`src/rtl/seg_scan_pkg.sv`:
```
// Shared types and helpers for the 7-segment scan controller.
package seg_scan_pkg;

    typedef enum logic {
        GUARD = 1'b0,
        SHOW  = 1'b1
    } scan_state_e;

    localparam int unsigned BCD_W      = 4;
    localparam int unsigned MAX_DIGITS = 8;

    localparam logic [MAX_DIGITS-1:0] DIGITS_OFF = '1;

    // Bit i set when digit i and every more-significant digit are zero; digit 0 is never blanked.
    function automatic logic [MAX_DIGITS-1:0] blank_vec(
        input logic [BCD_W*MAX_DIGITS-1:0] word,
        input int unsigned                 num_digits
    );
        logic [MAX_DIGITS-1:0] blank;
        logic                  upper_zero;
        int unsigned           j;
        blank      = '0;
        upper_zero = 1'b1;
        for (int unsigned k = 0; k < MAX_DIGITS; k++) begin
            j = MAX_DIGITS - 1 - k;
            if (j < num_digits) begin
                upper_zero = upper_zero & (word[j*BCD_W +: BCD_W] == '0);
                blank[j]   = upper_zero;
            end
        end
        blank[0] = 1'b0;
        return blank;
    endfunction

endpackage

```
`src/rtl/seg_scan_timer.sv`:
```
// Per-digit slot counter with end-of-guard and end-of-slot strobes.
module seg_scan_timer #(
    parameter int unsigned SCAN_DIV     = 50000,
    parameter int unsigned GUARD_CYCLES = 2
) (
    input  logic clk,
    input  logic rst_n,
    output logic guard_end_o,
    output logic slot_end_o,
    output logic last_next_o
);

    localparam int unsigned        CNT_W      = (SCAN_DIV > 1) ? $clog2(SCAN_DIV) : 1;
    localparam logic [CNT_W-1:0]   SLOT_LAST  = CNT_W'(SCAN_DIV - 1);
    localparam logic [CNT_W-1:0]   GUARD_LAST = CNT_W'((GUARD_CYCLES > 0) ? GUARD_CYCLES - 1 : 0);

    logic [CNT_W-1:0] cnt_q, cnt_d;

    assign slot_end_o  = (cnt_q == SLOT_LAST);
    assign guard_end_o = (GUARD_CYCLES != 0) && (cnt_q == GUARD_LAST);

    always_comb begin
        cnt_d = slot_end_o ? '0 : cnt_q + 1'b1;
    end

    // Lets the parent register strobes that must coincide with the last slot cycle.
    assign last_next_o = (cnt_d == SLOT_LAST);

    always_ff @(posedge clk or negedge rst_n) begin
        if (!rst_n) cnt_q <= '0;
        else        cnt_q <= cnt_d;
    end

endmodule

```
`src/rtl/seven_seg_scan_controller.sv`:
```
// Multiplexed scan controller for NUM_DIGITS common-anode digits with frame-synchronous word commit.
// Optional leading-zero blanking: define SEG_SCAN_BLANK_EN.
module seven_seg_scan_controller
    import seg_scan_pkg::*;
#(
    parameter int unsigned NUM_DIGITS   = 4,
    parameter int unsigned SCAN_DIV     = 50000,
    parameter int unsigned GUARD_CYCLES = 2
) (
    input  logic                          clk,
    input  logic                          rst_n,
    input  logic                          load_valid,
    output logic                          load_ready,
    input  logic [BCD_W*NUM_DIGITS-1:0]   load_data,
    output logic [BCD_W-1:0]              bcd_out,
    output logic                          lz_out,
    output logic [NUM_DIGITS-1:0]         digit_an_n,
    output logic                          frame_done
);

    localparam int unsigned        IDX_W    = $clog2(NUM_DIGITS);
    localparam logic [IDX_W-1:0]   IDX_LAST = IDX_W'(NUM_DIGITS - 1);

    scan_state_e                  state_q, state_d;
    logic [IDX_W-1:0]             idx_q, idx_d;
    logic [BCD_W*NUM_DIGITS-1:0]  active_q, active_d, shadow_q, shadow_d;
    logic                         pending_q, pending_d;
    logic                         ready_q, ready_d;
    logic [NUM_DIGITS-1:0]        an_q, an_d;
    logic [BCD_W-1:0]             bcd_q, bcd_d;
    logic                         fd_q, fd_d;
    logic                         guard_end, slot_end, last_next;
    logic                         accept, commit;

    seg_scan_timer #(
        .SCAN_DIV     (SCAN_DIV),
        .GUARD_CYCLES (GUARD_CYCLES)
    ) u_timer (
        .clk         (clk),
        .rst_n       (rst_n),
        .guard_end_o (guard_end),
        .slot_end_o  (slot_end),
        .last_next_o (last_next)
    );

    always_comb begin
        state_d = state_q;
        idx_d   = idx_q;
        unique case (state_q)
            GUARD: if (GUARD_CYCLES == 0 || guard_end) state_d = SHOW;
            SHOW: begin
                if (slot_end) begin
                    idx_d = (idx_q == IDX_LAST) ? '0 : idx_q + 1'b1;
                    if (GUARD_CYCLES != 0) state_d = GUARD;
                end
            end
            default: state_d = GUARD;
        endcase
    end

    always_comb begin
        accept    = load_valid & ~pending_q;
        commit    = fd_q & pending_q;
        shadow_d  = accept ? load_data : shadow_q;
        active_d  = commit ? shadow_q : active_q;
        pending_d = pending_q;
        if (accept)      pending_d = 1'b1;
        else if (commit) pending_d = 1'b0;
        ready_d = ~pending_d;

        // Outputs come from next-state values so the registered pins line up with state_q;
        // active only changes at a slot boundary, so bcd holds steady across guard and show.
        an_d = DIGITS_OFF[NUM_DIGITS-1:0];
        if (state_d == SHOW) an_d[idx_d] = 1'b0;
        bcd_d = active_d[idx_d*BCD_W +: BCD_W];
        fd_d  = last_next & (idx_d == IDX_LAST);
    end

    always_ff @(posedge clk or negedge rst_n) begin
        if (!rst_n) begin
            state_q   <= GUARD;
            idx_q     <= '0;
            active_q  <= '0;
            shadow_q  <= '0;
            pending_q <= 1'b0;
            ready_q   <= 1'b1;
            an_q      <= DIGITS_OFF[NUM_DIGITS-1:0];
            bcd_q     <= '0;
            fd_q      <= 1'b0;
        end else begin
            state_q   <= state_d;
            idx_q     <= idx_d;
            active_q  <= active_d;
            shadow_q  <= shadow_d;
            pending_q <= pending_d;
            ready_q   <= ready_d;
            an_q      <= an_d;
            bcd_q     <= bcd_d;
            fd_q      <= fd_d;
        end
    end

    assign load_ready = ready_q;
    assign bcd_out    = bcd_q;
    assign digit_an_n = an_q;
    assign frame_done = fd_q;

`ifdef SEG_SCAN_BLANK_EN
    logic                          lz_q, lz_d;
    logic [BCD_W*MAX_DIGITS-1:0]   word_ext;
    logic [MAX_DIGITS-1:0]         blank_d;

    always_comb begin
        word_ext                          = '0;
        word_ext[BCD_W*NUM_DIGITS-1:0]    = active_d;
        blank_d                           = blank_vec(word_ext, NUM_DIGITS);
        lz_d                              = blank_d[idx_d];
    end

    always_ff @(posedge clk or negedge rst_n) begin
        if (!rst_n) lz_q <= 1'b0;
        else        lz_q <= lz_d;
    end

    assign lz_out = lz_q;
`else
    assign lz_out = 1'b0;
`endif

endmodule

```
`config.mk`:
```
export PLATFORM = sky130hd
export DESIGN_NAME = seven_seg_scan_controller
export DESIGN_NICKNAME = d
export VERILOG_FILES = /design/src/rtl/seg_scan_pkg.sv /design/src/rtl/seg_scan_timer.sv /design/src/rtl/seven_seg_scan_controller.sv
export SDC_FILE = /design/constraint.sdc
export NUM_CORES = 1
export LEC_CHECK = 0
export ABC_AREA = 1
export CORE_UTILIZATION = 55
export DETAILED_ROUTE_END_ITERATION = 8
export PLACE_DENSITY = 0.76
export SLEW_MARGIN = 20
export SYNTH_ARGS = -nofsm -noshare
export SYNTH_HDL_FRONTEND = slang
export SYNTH_SLANG_ARGS = --single-unit
```
`constraint.sdc`:
```
create_clock -name clk -period 4.2 [get_ports clk]
set_input_delay 0.84 -clock clk [delete_from_list [all_inputs] [get_ports clk]]
set_output_delay 0.84 -clock clk [all_outputs]
set_load 0.01 [all_outputs]
```
# == Yosys cells after proc, flatten, opt, wreduce, memory -nomap -nowiden ==
# Index checks and enable logic that the tools add are counted.
# totals
wordCells,41
output_inout_bits,11
regBits,62
input_bits,19
# classes
n_lt_le_gt_ge,2
bitwise,7
n_mux,13
shift,1
n_reduce_logical,1
eq_ne,5
n_addsub,2
# ops
op,n
16-bit == test (second input constant),2
16-bit two-way mux,2
16-bit by 1-bit adder with 16-bit output (second input constant),1
16-bit by 1-bit == test with 1-bit output (second input constant),1
16-bit by 5-bit variable part select with 4-bit output,1
2-bit two-way mux,3
1-bit two-way mux,5
2-bit == test (second input constant),2
4-bit two-way mux,1
4-bit inverter,1
1-bit bitwise AND,3
2-bit by 3-bit less-than comparator with 1-bit output (second input constant),1
1-bit inverter,3
2-bit by 1-bit adder with 2-bit output (second input constant),1
1-bit demux with 2-bit select,1
2-bit by 1-bit greater-or-equal comparator with 1-bit output (second input constant),1
1-bit one-hot mux with 2 select lines,1
1-bit logical AND,1

# == Depth between registers and ports, before layout ==
# Gate-level depths: netlist (run 1).
# depth
depth_word,10
depth_mapped,12

# == Modules after synthesis ==
# From an unflattened synthesis (run 1), not the netlist that was laid out.
# unflattened
cells_unflattened,346
area_unflattened_um2,3155.5
# by_module_without_submodules
mod,cells_each,n_inst,area_per_inst_um2
seven_seg_scan_controller,179,1,2025.7
seg_scan_timer,167,1,1129.8

# == Worst setup path before layout (run 1) ==
# No wires, ideal clock.
# synth_path
path_type,input-to-reg
start,input load_valid
end,register shadow_q[0]
path_buffers,1
cell_stages,3
arrival_ns,1.615
slack_ns,2.460
path_cell_list,nand2_1 > buf_2 > mux2_2
# synth_via
elab_chain_len,1
# synth_lines
element,line,rtl
from (decl),seven_seg_scan_controller.sv:12,"input logic load_valid,"
1-bit bitwise AND,seven_seg_scan_controller.sv:62,accept = load_valid & ~pending_q;
to (signal assigned),seven_seg_scan_controller.sv:94,shadow_q <= shadow_d;
to (decl),seven_seg_scan_controller.sv:26,"logic [BCD_W*NUM_DIGITS-1:0] active_q, active_d, shadow_q, shadow_d;"
# No other way between the ends.
# A chain may end at the register's enable or synchronous reset.

# == Worst setup path in the final report (run 1) ==
# layout_path
start,"register fd_q, in the netlist frame_done"
end,output frame_done
# layout_lines
element,line,rtl
from (decl),seven_seg_scan_controller.sv:31,"logic fd_q, fd_d;"
from (signal assigned),seven_seg_scan_controller.sv:89,fd_q <= 1'b0;
from (signal assigned),seven_seg_scan_controller.sv:99,fd_q <= fd_d;
to (decl),seven_seg_scan_controller.sv:18,output logic frame_done
# No word-level cell between the ends.

==> qor.txt, run 1 <==
Sw Pwr = 0.249 mW
HPWL Detailed = 4140 µm
CTS tree = yes
cells after synthesis = 319
MaxCap Viol Count = 0
Longest Clk Path Bufs = 2
Min-Delay Path Class = reg2reg
Mean Syn Cell Area = 9.32 µm²
Clk pin slew, worst setup/hold paths = 70 ps
Port Buffers = 28
Initial DRT Pass Iterations = 4
Warnings, synthesis = 0
Worst Setup End Kind = output pin
CP max-delay cell = clkdlybuf4s50_1
pin count of the biggest net entering global routing = 36
FF+latch count, synth = 62
Top delay family on crit path = buffers and inverters
NumNets Final = 374
CP startpoint = frame_done
CTS root buffer = clkbuf_8
post-CTS resize count = 0
unrepaired setup endpoints after global routing = false
initial antenna violation count = 0
Syn-to-layout area delta = 16.2%
max-slew violations = 0
Unique masters post-synth = 31
skew final = 6.64 ps
GP Congestion = 0.876
post-synthesis sequential area ratio = 52.4%
first-pass GRT wire length = 9620 µm
status = finished clean
layout cell share with drive strength beyond 1 = 22.4%
Reg power frac = 55.7%
die width = 75.5 µm
Gate power share = 2.6%
Top Metal Used = met4
actual slew at the worst max-slew pin = 773 ps
LEAKAGE = 1.80 nW
number of clock sinks = 62
CP max FO = 11
Mapped Nets = 341
total CTS buffers = 9
core area = 5170 µm²
Max stage delay on crit path = 610 ps
site row count = 26
WP buf/inv = 1
GRT Residual Overflow = 0
# IOs = 30
Tcrit/Tclk final = 56.1%
Setup TNS Final = 0 ps
per-cell routed wire length = 13.5 µm
final setup vio count = 0
hold buffers post-CTS = 0
post-CTS setup buffers = 0
Vias/cell = 5.11
clk_lat worst skew = 340 ps
post-synthesis cell area = 2970 µm²
Met3 Routed Length = 213 µm
Slew HR = 48.5%
total number of vias = 2181
Pint = 0.823 mW
worst slack at placement = 1890 ps
switching share of power = 23.2%
Max Clock Freq = 0.425 GHz
Max VDD drop = 0.207 mV
Tmin final = 2360 ps
arrival time worst endpoint = 1520 ps
antenna diode count = 0
met2 WL = 2690 µm
Critical Path, Cell by Cell = clkdlybuf4s50_1
gr usage total = 23.7%
crit start category = flop
Hold Crit Start = active_q[14]
wl on met1 = 2780 µm
Clk pwr share = 41.7%
final worst slack = 1840 ps
Critical Setup Path Class = reg2out
Antenna Nets Post-Route = 0
Die ar. = 5710 µm²
RR Startpoint = u_timer.cnt_q[0]
Starting Density = 57.5%
drt drc = 0
Cell Pwr Density = 310 nW/µm²
Critical Path RT = 3360 ps
die height = 75.5 µm
1st-iter DRT viols = 128
CTS H-tree lvls = 3
final hold vios = 0
vias in the first global route = 2111
drt total wl = 5770 µm
-- power by group through the flow --
stage,combinational (mW),sequential [mW],clock [mW]
after global placement,0.0291,0.608,0
after floorplan,0.00125,0.608,0
after detailed placement,0.0296,0.608,0
final,0.0282,0.597,0.447
after global routing,0.0329,0.597,0.481
after CTS,0.0296,0.597,0.459
-- cell usage after synthesis (all sizes together) --
library cell  number  area share (%)
a21oi              1            0.17
a31o               1            0.29
and2               8             1.8
buf                7             1.9
conb               1            0.13
dfrtp             57              48
dfstp              5             4.4
ha                 3             1.3
inv               44             5.6
mux2              24             9.1
nand2             78              11
nand3             29             5.2
nand4             10             2.1
nor2              34             5.8
nor4               1            0.21
o21a               1            0.25
o21ai             11             1.9
o21bai             2            0.50
or2                1            0.21
xor2               1            0.29
-- cell usage in the layout (no fill, tap or decap) --
master | synthesis | routed
inv_1 | 39 | 39
clkbuf_1 | 0 | 1
o21bai_1 | 2 | 2
buf_2 | 2 | 1
a21oi_1 | 1 | 1
nor2_1 | 23 | 23
mux2_2 | 24 | 24
nand2_2 | 11 | 11
nor2_4 | 1 | 1
dfstp_2 | 5 | 5
nand3_1 | 27 | 27
o21ai_0 | 3 | 3
o21ai_1 | 8 | 8
nand3_2 | 2 | 2
nand4_1 | 10 | 10
xor2_1 | 1 | 1
conb_1 | 1 | 1
nand2_4 | 1 | 1
clkbuf_8 | 0 | 9
inv_2 | 5 | 5
ha_1 | 3 | 3
clkdlybuf4s50_1 | 0 | 27
nor4_1 | 1 | 1
clkinv_4 | 0 | 1
nor2_2 | 9 | 9
nor2_8 | 1 | 1
dfrtp_1 | 57 | 57
o21a_1 | 1 | 1
a31o_2 | 1 | 1
nand2_1 | 66 | 66
and2_2 | 2 | 2
and2_1 | 6 | 6
buf_4 | 3 | 1
clkinv_2 | 0 | 3
clkinvlp_4 | 0 | 2
or2_2 | 1 | 1
-- area by class of cell --
type,count,area [µm²]
clock buffer,10,128
clock inverter,6,38.8
timing repair buffer,29,283
inverter,44,165
fill,433,1720
multi-input combinational,206,1200
tap,70,87.6
sequential,62,1560
-- registers in the layout, summed over array words and instances, names as in the netlist --
name           flops
load_ready         1
active_q          16
pending_q          1
digit_an_n         4
bcd_out            4
idx_q              2
frame_done         1
u_timer.cnt_q     16
shadow_q          16
state_q            1
-- metal layers --
layer | global-route usage [%] | vias up
met4 | 9.05 | 0
met5 | 0 | -
li1 | - | 1083
met2 | 35.9 | 40
met1 | 31.7 | 1049
met3 | 7.94 | 9
-- cells by family after synthesis --
family                   count (synthesis)  share of synthesized area [%]
flip-flops                              62                           52.4
buffers and inverters                   51                           7.40
multiplexers                            24                           9.09
XOR/XNOR                                 1                          0.295
AO/OA/AOI/OAI                           16                           3.07
AND/OR/NAND/NOR                        161                           26.4
adder cells (fa/ha/maj)                  3                           1.26
other                                    1                          0.126
-- path summary, 6_finish.rpt --
path	end	slack, ps	cells after the start
setup / recovery	frame_done	1840	1
hold / removal	active_q[14]	500	1
setup reg to reg	frame_done	2270	9
hold reg to reg	active_q[14]	500	1
max in group asynchronous	digit_an_n[3]	2750	2
min in group asynchronous	u_timer.cnt_q[8]	570	1
-- stage by stage --
stage	hold slack (ps)	std cells	util [%]	power, mW	instance area (µm²)
finish	500	427	66.8	1.07	3460
global placement	478	411	63.6	0.637	3290
detailed placement	485	411	63.6	0.638	3290
global route	510	427	66.8	1.11	3460
CTS	502	427	66.8	1.09	3460
floorplan	471	319	-	0.610	2970
Power figures use the tool's default switching activity.
==> inputs of run 2 (changes only) <==
- CORE_UTILIZATION: 55 -> 51
- PLACE_DENSITY: 0.76 -> 0.75
- clock period: 4.2 -> 2.1 ns (I/O delays scaled with it)
==> run 2 against run 1 <==
Sequential share of layout area is 0.77 points lower; via count is 2.0% higher; global-route usage is 1.9 points lower; worst setup slack worse by 1700 ps; routed wire length is 1.2% lower; combinational power is 100% higher; critical path type unchanged; critical endpoint unchanged.
==> qor.txt, run 2 (synthesis results as in run 1) <==
HPWL Detailed = 4260 µm (was 4140 µm)
total number of vias = 2225 (was 2181)
core area = 5570 µm² (was 5170 µm²)
NumNets Final = 376 (was 374)
MaxCap Viol Count = 0 (unchanged)
CTS root buffer = clkbuf_8 (unchanged)
post-CTS resize count = 0 (unchanged)
Clk pin slew, worst setup/hold paths = 70 ps (about the same)
Syn-to-layout area delta = 18.2% (was 16.2%)
Port Buffers = 28 (unchanged)
CTS H-tree lvls = 3 (unchanged)
CP startpoint = frame_done (unchanged)
unrepaired setup endpoints after global routing = false (unchanged)
skew final = 8.85 ps (was 6.64 ps)
R2R setup slack = 220 ps (was 2270 ps)
Critical Setup Path Class = reg2out (unchanged)
Sw Pwr = 0.494 mW (was 0.249 mW)
drt total wl = 5700 µm (was 5770 µm)
antenna diode count = 0 (unchanged)
CTS tree = yes (unchanged)
site row count = 27 (was 26)
CP max FO = 11 (unchanged)
Worst Setup End Kind = output pin (unchanged)
Antenna Nets Post-Route = 0 (unchanged)
WP buf/inv = 1 (unchanged)
Initial DRT Pass Iterations = 4 (unchanged)
final setup vio count = 0 (unchanged)
fill count = 480 (was 433)
GP Congestion = 0.863 (was 0.876)
layout cell share with drive strength beyond 1 = 23.1% (was 22.4%)
Max VDD drop = 0.560 mV (was 0.207 mV)
post-CTS setup buffers = 0 (unchanged)
crit start category = flop (unchanged)
CP max-delay cell = clkdlybuf4s50_1 (unchanged)
Critical Path, Cell by Cell = clkdlybuf4s50_1 (unchanged)
vias in the first global route = 2252 (was 2111)
GRT Residual Overflow = 0 (unchanged)
Gate power share = 2.5% (was 2.6%)
arrival time worst endpoint = 1530 ps (was 1520 ps)
die height = 78.4 µm (was 75.5 µm)
final hold vios = 0 (unchanged)
RR Startpoint = u_timer.cnt_q[0] (unchanged)
biggest regs = active_q (16), shadow_q (16), u_timer.cnt_q (16) (unchanged)
switching share of power = 21.2% (was 23.2%)
LEAKAGE = 1.83 nW (was 1.80 nW)
1st-iter DRT viols = 87 (was 128)
hold buffers post-CTS = 0 (unchanged)
Critical Path RT = 1680 ps (was 3360 ps)
Starting Density = 53.4% (was 57.5%)
most common cell after layout, fill and taps aside = nand2_1 (unchanged)
drt drc = 0 (unchanged)
# IOs = 30 (unchanged)
Min-Delay Path Class = in2async (was reg2reg)
die width = 78.4 µm (was 75.5 µm)
max-slew violations = 0 (unchanged)
final core utilization = 63.1% (was 66.8%)
Pint = 1.83 mW (was 0.823 mW)
Vias/cell = 5.16 (was 5.11)
gr usage total = 21.8% (was 23.7%)
Die ar. = 6140 µm² (was 5710 µm²)
Cell Pwr Density = 662 nW/µm² (was 310 nW/µm²)
Longest Clk Path Bufs = 2 (unchanged)
Max Clock Freq = 0.514 GHz
clk_lat worst skew = 340 ps (about the same)
status = finished clean (unchanged)
total CTS buffers = 9 (unchanged)
Top delay family on crit path = buffers and inverters (unchanged)
Setup TNS Final = 0 ps (unchanged)
commonest non-fill, non-tap cells in the layout = nand2_1, dfrtp_1, inv_1 (unchanged)
Tmin final = 1950 ps
Clk pwr share = 46.2% (was 41.7%)
first-pass GRT wire length = 10100 µm (was 9620 µm)
pin count of the biggest net entering global routing = 36 (unchanged)
Reg power frac = 51.3% (was 55.7%)
initial antenna violation count = 0 (unchanged)
Max stage delay on crit path = 610 ps (about the same)
Tcrit/Tclk final = 92.7%
per-cell routed wire length = 13.2 µm (was 13.5 µm)
number of clock sinks = 62 (unchanged)
-- run 2: path summary, 6_finish.rpt --
| path | cells past startpoint | to |
|---|---|---|
| setup / recovery | 1 | frame_done |
| hold / removal | 2 | u_timer.cnt_q[6] |
| setup reg to reg | 10 | bcd_out[1] |
| hold reg to reg | 1 | shadow_q[13] |
| max in group asynchronous | 2 | digit_an_n[0] |
| min in group clk | 1 | shadow_q[13] |
-- run 2: layout make-up --
| cell class | count | area [µm²] | share of cell area, % |
|---|---|---|---|
| sequential | 62 | 1560 | 44.3 |
| multi-input combinational | 206 | 1200 | 34.0 |
| timing repair buffer | 31 | 298 | 8.47 |
| inverter | 44 | 165 | 4.70 |
| clock buffer | 11 | 151 | 4.31 |
| tap | 72 | 90.1 | 2.56 |
| clock inverter | 5 | 57.6 | 1.64 |
-- run 2: power by group through the flow --
stage                     sequential, mW  clock (mW)  combinational [mW]
after floorplan                     1.22           0             0.00249
after global placement              1.22           0              0.0590
after detailed placement            1.22           0              0.0603
after CTS                           1.19        1.10              0.0601
after global routing                1.19        1.15              0.0659
final                               1.19        1.08              0.0577
-- run 2: through the flow --
step           total power, mW  hold slack [ps]  std cells  worst slack, ps  instance area (µm²)
3_5_place_dp              1.28              452        415              255                 3310
5_1_grt                   2.41              103        431             30.5                 3520
4_1_cts                   2.35             80.5        431              113                 3520
6_report                  2.33             70.1        431              154                 3520
2_1_floorplan             1.22              124        319              548                 2970
3_3_place_gp              1.28              445        415              347                 3310
-- run 2: layer usage --
| metal | vias to the layer above | global-route usage [%] | share of wire, % |
|---|---|---|---|
| met5 | - | 0 | 0 |
| met4 | 0 | 7.41 | 1.2 |
| met3 | 7 | 7.79 | 4.1 |
| met2 | 51 | 36.1 | 49 |
| met1 | 1079 | 26.4 | 45 |
| li1 | 1088 | - | - |
-- run 2: worst register-to-register path, delay by kind of cell, from the launching register on --
kind                     cells  cell delay, ps
AO/OA/AOI/OAI                1              80
adder cells (fa/ha/maj)      1             250
flip-flops                   1             410
AND/OR/NAND/NOR              8            1020
==> inputs of run 3 (changes only) <==
- CORE_MARGIN: default -> 3
==> run 3 against run 2 <==
Worst hold slack got worse by 7.9 ps; fmax fell by 1.9%; combinational power rose by 3%; largest power group unchanged; critical path type unchanged.
==> qor.txt, run 3 (synthesis results as in run 1) <==
status = finished clean (unchanged)
# IOs = 30 (unchanged)
die width = 82.4 µm (was 78.4 µm)
number of clock sinks = 62 (unchanged)
Top Metal Used = met4 (unchanged)
Max VDD drop = 0.483 mV (was 0.560 mV)
RR Startpoint = u_timer.cnt_q[0] (unchanged)
unrepaired setup endpoints after global routing = false (unchanged)
most common cell after layout, fill and taps aside = nand2_1 (unchanged)
Worst Setup End Kind = output pin (unchanged)
core area = 5570 µm² (unchanged)
CTS tree = yes (unchanged)
Vias/cell = 5.14 (was 5.16)
HPWL Detailed = 4260 µm (about the same)
worst reg2reg path endpoint = frame_done (was bcd_out[1])
first-pass GRT wire length = 9870 µm (was 10100 µm)
Min-Delay Path Class = in2async (unchanged)
Antenna Nets Post-Route = 0 (unchanged)
final setup vio count = 0 (unchanged)
drt drc = 0 (unchanged)
Critical Path, Cell by Cell = clkdlybuf4s50_1 (unchanged)
die height = 82.4 µm (was 78.4 µm)
R2R setup slack = 250 ps (was 220 ps)
final hold vios = 0 (unchanged)
arrival time worst endpoint = 1560 ps (was 1530 ps)
met2 WL = 3020 µm (was 2820 µm)
crit start category = flop (unchanged)
Crit. path cell count = 1 (unchanged)
Critical Setup Path Class = reg2out (unchanged)
total CTS buffers = 9 (unchanged)
Critical Path RT = 1680 ps (about the same)
Top delay family on crit path = buffers and inverters (unchanged)
Initial DRT Pass Iterations = 4 (unchanged)
drt total wl = 5920 µm (was 5700 µm)
Syn-to-layout area delta = 18.6% (was 18.2%)
final core utilization = 63.3% (was 63.1%)
CP max-delay cell = clkdlybuf4s50_1 (unchanged)
Inst Count DP = 414 (was 415)
GRT Residual Overflow = 0 (unchanged)
Die ar. = 6780 µm² (was 6140 µm²)
Longest Clk Path Bufs = 2 (unchanged)
antenna diode count = 0 (unchanged)
MaxCap Viol Count = 0 (unchanged)
Tmin final = 1980 ps (was 1950 ps)
Tcrit/Tclk final = 94.5% (was 92.7%)
fill count = 482 (was 480)
Layout Cells excl Fill = 429 (was 431)
hold buffers post-CTS = 0 (unchanged)
Max Clock Freq = 0.504 GHz (was 0.514 GHz)
CTS H-tree lvls = 3 (unchanged)
NumNets Final = 375 (was 376)
post-CTS setup buffers = 0 (unchanged)
total number of vias = 2207 (was 2225)
Met3 Routed Length = 255 µm (was 231 µm)
Clk pin slew, worst setup/hold paths = 70 ps (about the same)
Cell Pwr Density = 679 nW/µm² (was 662 nW/µm²)
LEAKAGE = 1.84 nW (was 1.83 nW)
Port Buffers = 28 (unchanged)
post-CTS resize count = 0 (unchanged)
gr usage total = 20.0% (was 21.8%)
initial antenna violation count = 0 (unchanged)
skew final = 8.21 ps (was 8.85 ps)
vias in the first global route = 2099 (was 2252)
per-cell routed wire length = 13.8 µm (was 13.2 µm)
site row count = 27 (unchanged)
WP buf/inv = 1 (unchanged)
1st-iter DRT viols = 150 (was 87)
Starting Density = 53.4% (unchanged)
commonest non-fill, non-tap cells in the layout = nand2_1, dfrtp_1, inv_1 (unchanged)
CTS root buffer = clkbuf_8 (unchanged)
Setup TNS Final = 0 ps (unchanged)
Reg area = 1560 µm² (unchanged)
wl on met1 = 2540 µm (was 2580 µm)
clk_lat worst skew = 340 ps (about the same)
layout cell share with drive strength beyond 1 = 22.1% (was 23.1%)
Max stage delay on crit path = 620 ps (was 610 ps)
pin count of the biggest net entering global routing = 63 (was 36)
GP Congestion = 0.889 (was 0.863)
biggest regs = active_q (16), shadow_q (16), u_timer.cnt_q (16) (unchanged)
max-slew violations = 0 (unchanged)
multi-input logic area = 1200 µm² (unchanged)
CP max FO = 11 (unchanged)
worst r2r path cells = 9 (was 10)
[run 3: cell types whose count changed in the layout (fill, tap and decap cells not counted)]
cell | previous run | this run
clkbuf_1 | 0 | 2
clkinv_4 | 0 | 1
bufinv_16 | 1 | 2
buf_12 | 0 | 1
clkbuf_8 | 11 | 10
clkinvlp_4 | 3 | 0
clkinv_2 | 1 | 0
buf_4 | 3 | 1
[run 3: worst max-delay path by stage]
stage / start / end / slack (ps)
2_1_floorplan: u_timer.cnt_q[0] / bcd_out[1] / 550
3_3_place_gp: u_timer.cnt_q[0] / bcd_out[1] / 370
3_5_place_dp: u_timer.cnt_q[0] / frame_done / 240
4_1_cts: frame_done / frame_done / 80
5_1_grt: u_timer.cnt_q[0] / frame_done / 2
6_report: frame_done / frame_done / 120
[run 3: per-layer routing]
| metal | GRT usage [%] | vias up |
|---|---|---|
| met2 | 33.5 | 47 |
| met4 | 6.98 | 0 |
| met1 | 24.0 | 1067 |
| met3 | 6.83 | 8 |
| li1 | - | 1085 |
| met5 | 0 | - |
[run 3: cell type report]
| type | count | area share (%) |
|---|---|---|
| Inverter | 44 | 4.68 |
| Tap cell | 72 | 2.56 |
| Multi-Input combinational cell | 206 | 33.9 |
| Timing Repair Buffer | 30 | 8.59 |
| Sequential cell | 62 | 44.2 |
| Clock buffer | 12 | 4.12 |
| Clock inverter | 3 | 1.95 |
[run 3: report_power, final]
part           internal [mW]  switching, mW
logic                 0.0321         0.0271
registers               1.19              0
clock network          0.697          0.444
[run 3: through the flow]
step | area [µm²] | hold WS, ps | setup WS (ps) | power [mW]
CTS | 3530 | 87.0 | 77.3 | 2.42
global placement | 3310 | 451 | 367 | 1.28
detailed placement | 3310 | 457 | 239 | 1.28
floorplan | 2970 | 124 | 548 | 1.22
finish | 3530 | 62.2 | 116 | 2.40
global route | 3530 | 90.0 | 1.74 | 2.48
==> edit 1 (settings of run 2) <==
Set the package constant `BCD_W` to 6 (it was 4).
--- a/src/rtl/seg_scan_pkg.sv
+++ b/src/rtl/seg_scan_pkg.sv
@@ -6,7 +6,7 @@
         SHOW  = 1'b1
     } scan_state_e;
 
-    localparam int unsigned BCD_W      = 4;
+    localparam int unsigned BCD_W      = 6;
     localparam int unsigned MAX_DIGITS = 8;
 
     localparam logic [MAX_DIGITS-1:0] DIGITS_OFF = '1;
Ports: changed (resized bcd_out and load_data); port bits go from 30 to 40. No check against the original RTL was run, so the function may have changed too.
==> edit 1 against run 2 <==
- worst setup slack gained 0.080 ns
- synthesized area grew 24%
- sequential cell count grew 18
- routed wire length grew 27%
- non-clock buffer count grew 15
- design area grew 25%
- core utilization grew 0.88 points
- total power grew 18%
- largest cell class unchanged
- highest routed layer unchanged
==> edit 1: results (changes against run 2) <==
.. list-table::
   :header-rows: 1

   * - Metric
     - Value
   * - Placed Cells
     - 507 (+22%)
   * - Synth Area in XOR/XNOR
     - 0.9537% (+0.66 points)
   * - Largest net degree at the start of global routing
     - 41 (+14%)
   * - 1st-iter DRT viols
     - 71 (-18%)
   * - Via count of the first global-routing pass
     - 2731 (+21%)
   * - Clock Path Buffers
     - 2 (unchanged)
   * - Top flop regs
     - active_q (24), shadow_q (24), u_timer.cnt_q (16)
   * - Fraction of the yosys area taken by sequential cells
     - 54.67% (+2.3 points)
   * - GRT Overall Usage
     - 21.83% (+0.022 points)
   * - Post-Syn Nets
     - 405 (+19%)
   * - Async set-reset flop share out of synthesis
     - 100.0% (unchanged)
   * - Fraction of synthesized area in multiplexers
     - 11.04% (+1.9 points)
   * - Ratio of cells with drive above 1 in the final layout
     - 19.25% (-3.9 points)
   * - Number of non-filler instances in the completed layout
     - 522 (+21%)
   * - PortBufs
     - 38 (+36%)
   * - Run status
     - complete, no violations
   * - LEAKAGE
     - 0.002233 µW (+22%)
   * - H-tree levels
     - 3 (unchanged)
   * - Top cells by area in the synthesized netlist
     - sky130_fd_sc_hd__dfrtp_1 51%, sky130_fd_sc_hd__mux2_2 11%, sky130_fd_sc_hd__nand2_1 8.5%
   * - Average wire per cell in the routed design
     - 13.83 µm (+4.6%)
   * - Number of buffers created by CTS
     - 9 (unchanged)
   * - Data arrival, critical path
     - 2.14 ns (+0.61 ns)
   * - Final estimated routing congestion in global placement
     - 0.8842 (+2.5%)
   * - Slew headroom
     - approximately two thirds
   * - Synth top cells by count
     - 83 x sky130_fd_sc_hd__nand2_1, 75 x sky130_fd_sc_hd__dfrtp_1, 40 x sky130_fd_sc_hd__inv_1
   * - Vias per cell
     - 5.059 (-2.0%)
   * - DP HPWL
     - 5.407 mm (+27%)
   * - Clock root buffer
     - sky130_fd_sc_hd__clkbuf_8
   * - Adder-cell share of the synthesized area
     - 1.022% (-0.24 points)
   * - Largest clock skew in the final design
     - 0.01072 ns (+0.001879 ns)
   * - Share of the synthesized area in compound gates (AO/OA/AOI/OAI)
     - 2.623% (-0.45 points)
   * - Synthesized netlist cell count
     - 375 (+18%)
   * - First-pass GRT wire length
     - 12.42 mm (+23%)
   * - Maximum fanout encountered on the critical timing path
     - 28 (+17)
   * - Fin nets
     - 452 (+20%)
   * - Number of distinct library cells after synthesis
     - 31 (unchanged)
   * - IR drop worst, VDD
     - 531.0 µV (-5.1%)
-- edit 1: cell count changes in the layout (fill, tap and decap cells not counted), sizes merged, moves of 2 or more --
| cell | change |
|---|---|
| xor2 | +3 |
| buf | +5 |
| nand2 | +9 |
| clkinv | +2 |
| clkdlybuf4s50 | +10 |
| clkinvlp | -2 |
| o21ai | +3 |
| dfrtp | +18 |
| nor3 | +6 |
| mux2 | +12 |
| inv | -2 |
| and2 | +4 |
-- edit 1: final timing paths --
check | end | depth (start not counted) | startpoint | slack (ns)
max | frame_done | 9 | u_timer.cnt_q[0] | 0.23
min | active_q[22] | 1 | rst_n | 0.03
max reg2reg | frame_done | 9 | u_timer.cnt_q[0] | 0.23
min reg2reg | shadow_q[12] | 1 | shadow_q[12] | 0.51
max in group asynchronous | load_ready | 2 | rst_n | 1.42
min in group clk | shadow_q[12] | 1 | shadow_q[12] | 0.51
-- edit 1: critical path, cell delays in order (launching register included) --
cell and delay (ns):
sky130_fd_sc_hd__dfrtp_1 0.44, sky130_fd_sc_hd__ha_1 0.26, sky130_fd_sc_hd__nand3_2 0.17, sky130_fd_sc_hd__nor2_4 0.22, sky130_fd_sc_hd__nand4_4 0.17, sky130_fd_sc_hd__nand2_8 0.20, sky130_fd_sc_hd__nand2_1 0.07, sky130_fd_sc_hd__nor2_1 0.10
sky130_fd_sc_hd__nand2_1 0.06, sky130_fd_sc_hd__nor2_1 0.08
-- edit 1: layout make-up --
type                            instances  area, µm²
Tap cell                               96      120.1
Clock inverter                          4      55.05
Timing Repair Buffer                   46      450.4
Clock buffer                           11      141.4
Inverter                               43      162.7
Fill cell                             587       2476
Multi-Input combinational cell        242       1455
Sequential cell                        80       2008
-- edit 1: report_power, final --
group	total, µW	internal, µW	switching, µW
clock network	1130	580	550
registers	1540	1540	0
logic	81.2	45.3	35.9
-- edit 1: per-stage QoR --
| step | cell area (µm²) | utilization (%) | setup WS, ns | power (µW) |
|---|---|---|---|---|
| 2_1_floorplan | 3674 | - | 0.4377 | 1573 |
| 3_3_place_gp | 4183 | 60.89 | 0.2690 | 1653 |
| 3_5_place_dp | 4183 | 60.89 | 0.1504 | 1654 |
| 4_1_cts | 4379 | 63.75 | 0.1342 | 2775 |
| 5_1_grt | 4393 | 63.95 | 0.005441 | 2839 |
| 6_report | 4393 | 63.95 | 0.2342 | 2750 |
-- edit 1: logic make-up after synthesis --
family | count (synthesis)
and+or+nand+nor | 181
DFF | 80
buffers and inverters | 53
muxes | 36
AOI/OAI and AO/OA | 17
xor gates and xnor gates | 4
adders and majority gates | 3
other | 1
-- edit 1: routing by layer --
layer,vias up,routed length [µm],global-route usage [%]
li1,1301,-,-
met2,53,3584,37.29
met5,-,0,0
met1,1275,3200,26.42
met4,0,147,8.485
met3,12,286,5.782
==> edit 2 (flow settings as in run 2) <==
Without the edit above. Remove the register `an_q`: a continuous assignment takes its place, so the output `digit_an_n` follows one clock earlier.
--- a/src/rtl/seven_seg_scan_controller.sv
+++ b/src/rtl/seven_seg_scan_controller.sv
@@ -84,7 +84,6 @@
             shadow_q  <= '0;
             pending_q <= 1'b0;
             ready_q   <= 1'b1;
-            an_q      <= DIGITS_OFF[NUM_DIGITS-1:0];
             bcd_q     <= '0;
             fd_q      <= 1'b0;
         end else begin
@@ -94,11 +93,12 @@
             shadow_q  <= shadow_d;
             pending_q <= pending_d;
             ready_q   <= ready_d;
-            an_q      <= an_d;
             bcd_q     <= bcd_d;
             fd_q      <= fd_d;
         end
     end
+
+    assign an_q = an_d;
 
     assign load_ready = ready_q;
     assign bcd_out    = bcd_q;
Check against the original RTL: not equivalent (a bounded check fails within 4 cycles, from zero or initial values and one cycle with rst_n low).
==> edit 2 against run 2 <==
- the flow now finishes with violations (negative setup slack)
- sequential power shrank 6%
- total power fell by 11%
- sequential share of layout area is 4.6 points lower
- cell count increased by 4.9%
- count of clock-buffer cells in the layout increased by 1
- worst setup slack got worse by 0.25 ns
- sequential cell count decreased by 4
- register-to-register slack better by 0.07 ns
- critical path depth grew 8
- non-clock buffer count rose by 28
- routed wire length increased by 12%
- design area is 4.3% higher
- synthesized area fell by 3.5%
- highest routed layer unchanged
==> edit 2: results (changes against run 2) <==
.. list-table::
   :header-rows: 1

   * - Metric
     - Value
   * - First-pass GRT wire length
     - 10.90 mm (+8.1%)
   * - Met1 wire length
     - 2.880 mm (+12%)
   * - Ratio of cells with drive above 1 in the final layout
     - 31.15% (+8.0 points)
   * - Failing checks
     - negative setup slack
   * - Top cells by area in the synthesized netlist
     - sky130_fd_sc_hd__dfrtp_1 50%, sky130_fd_sc_hd__mux2_2 9.4%, sky130_fd_sc_hd__nand2_1 8.6%
   * - Via count of the first global-routing pass
     - 2384 (+5.9%)
   * - Worst Setup Slack, final
     - -0.1001 ns (-0.2542 ns)
   * - GRT Overall Usage
     - 23.95% (+2.1 points)
   * - Number of vias in the routed layout
     - 2344 (+5.3%)
   * - Fraction of the yosys area taken by sequential cells
     - 50.63% (-1.7 points)
   * - Maximum fanout encountered on the critical timing path
     - 4 (-7)
   * - Wire length on met2
     - 3.039 mm (+7.8%)
   * - Average wire per cell in the routed design
     - 14.14 µm (+6.9%)
   * - DP HPWL
     - 4.457 mm (+4.6%)
   * - Data arrival, critical path
     - 1.78 ns (+0.25 ns)
   * - TNS Setup
     - -0.3700 ns (-0.3700 ns)
   * - Largest clock skew in the final design
     - 0.006395 ns (-0.002451 ns)
   * - Fill count
     - 414 (-14%)
   * - Setup violators final
     - 4 (+4)
   * - Delay of the slowest cell on the worst path
     - 0.40 ns (-0.21 ns)
   * - Run status
     - finished with violations
   * - Largest net degree at the start of global routing
     - 59 (+64%)
   * - Final estimated routing congestion in global placement
     - 0.9409 (+9.1%)
   * - Capturing point of the worst reg2reg path
     - frame_done
   * - Largest delay share family, worst path
     - simple AND/OR/NAND/NOR gates
   * - Post-Syn Nets
     - 337 (-1.2%)
   * - Number of cells on the worst reg-to-reg path
     - 12 (+2)
[edit 2: cell types whose count changed in the layout (fill, tap and decap cells not counted), sizes merged]
cell,delta
clkbuf,+1
dfstp,-4
clkdlybuf4s50,-4
clkinvlp,-3
clkinv,+2
bufinv,-1
buf,+32
[edit 2: stage by stage]
step | cells | cell area (µm²) | hold WS, ns | utilization, %
after floorplan | 315 | 2869 | 0.1244 | -
after global placement | 429 | 3362 | 0.4446 | 63.79
after detailed placement | 429 | 3362 | 0.4476 | 63.79
after CTS | 449 | 3603 | 0.08594 | 68.38
after global routing | 452 | 3666 | 0.1007 | 69.56
final | 452 | 3666 | 0.06974 | 69.56
[edit 2: final cells by class]
class | instances | area [µm²] | area share, %
tap | 70 | 87.58 | 2.389
clock buffer | 12 | 155.1 | 4.232
clock inverter | 3 | 15.01 | 0.4096
multi-input combinational | 206 | 1266 | 34.54
sequential | 58 | 1454 | 39.66
timing repair buffer | 59 | 523.0 | 14.27
inverter | 44 | 165.2 | 4.505
[edit 2: power by group]
part / total, µW / internal, µW / leakage (µW) / switching (µW)
combinational: 58.4 / 32.1 / 0.00107 / 26.4
clock: 886 / 480 / 0.0000920 / 407
sequential: 1120 / 1120 / 0.000780 / 0
[edit 2: worst min-delay path by stage]
| stage | endpoint | slack (ns) | cells past startpoint |
|---|---|---|---|
| after floorplan | active_q[0] | 0.12 | 0 |
| after global placement | u_timer.cnt_q[6] | 0.44 | 2 |
| after detailed placement | u_timer.cnt_q[6] | 0.45 | 2 |
| after CTS | u_timer.cnt_q[14] | 0.09 | 2 |
| after global routing | u_timer.cnt_q[6] | 0.10 | 2 |
| final | u_timer.cnt_q[6] | 0.07 | 2 |
[edit 2: repair_timing]
action	CTS	global route
resized for setup	27	9
buffers inserted	5	3
hold buffers	0	0
endpoints found under the setup margin	4	4
pin swaps	6	6
[edit 2: metal layers]
layer / vias to the layer above / GRT usage [%]
li1: 1133 / -
met1: 1135 / 31.26
met2: 64 / 37.41
met3: 12 / 6.548
met4: 0 / 10.57
met5: - / 0
[edit 2: cells by family (layout without fill, tap and decap cells)]
| group | Yosys count | after routing | synth area share [%] |
|---|---|---|---|
| and+or+nand+nor | 161 | 161 | 27.34 |
| DFF | 58 | 58 | 50.63 |
| buffers and inverters | 51 | 118 | 7.675 |
| muxes | 24 | 24 | 9.420 |
| AOI/OAI and AO/OA | 16 | 16 | 3.183 |
| adders and majority gates | 3 | 3 | 1.308 |
| other | 1 | 1 | 0.1307 |
| xor gates and xnor gates | 1 | 1 | 0.3053 |
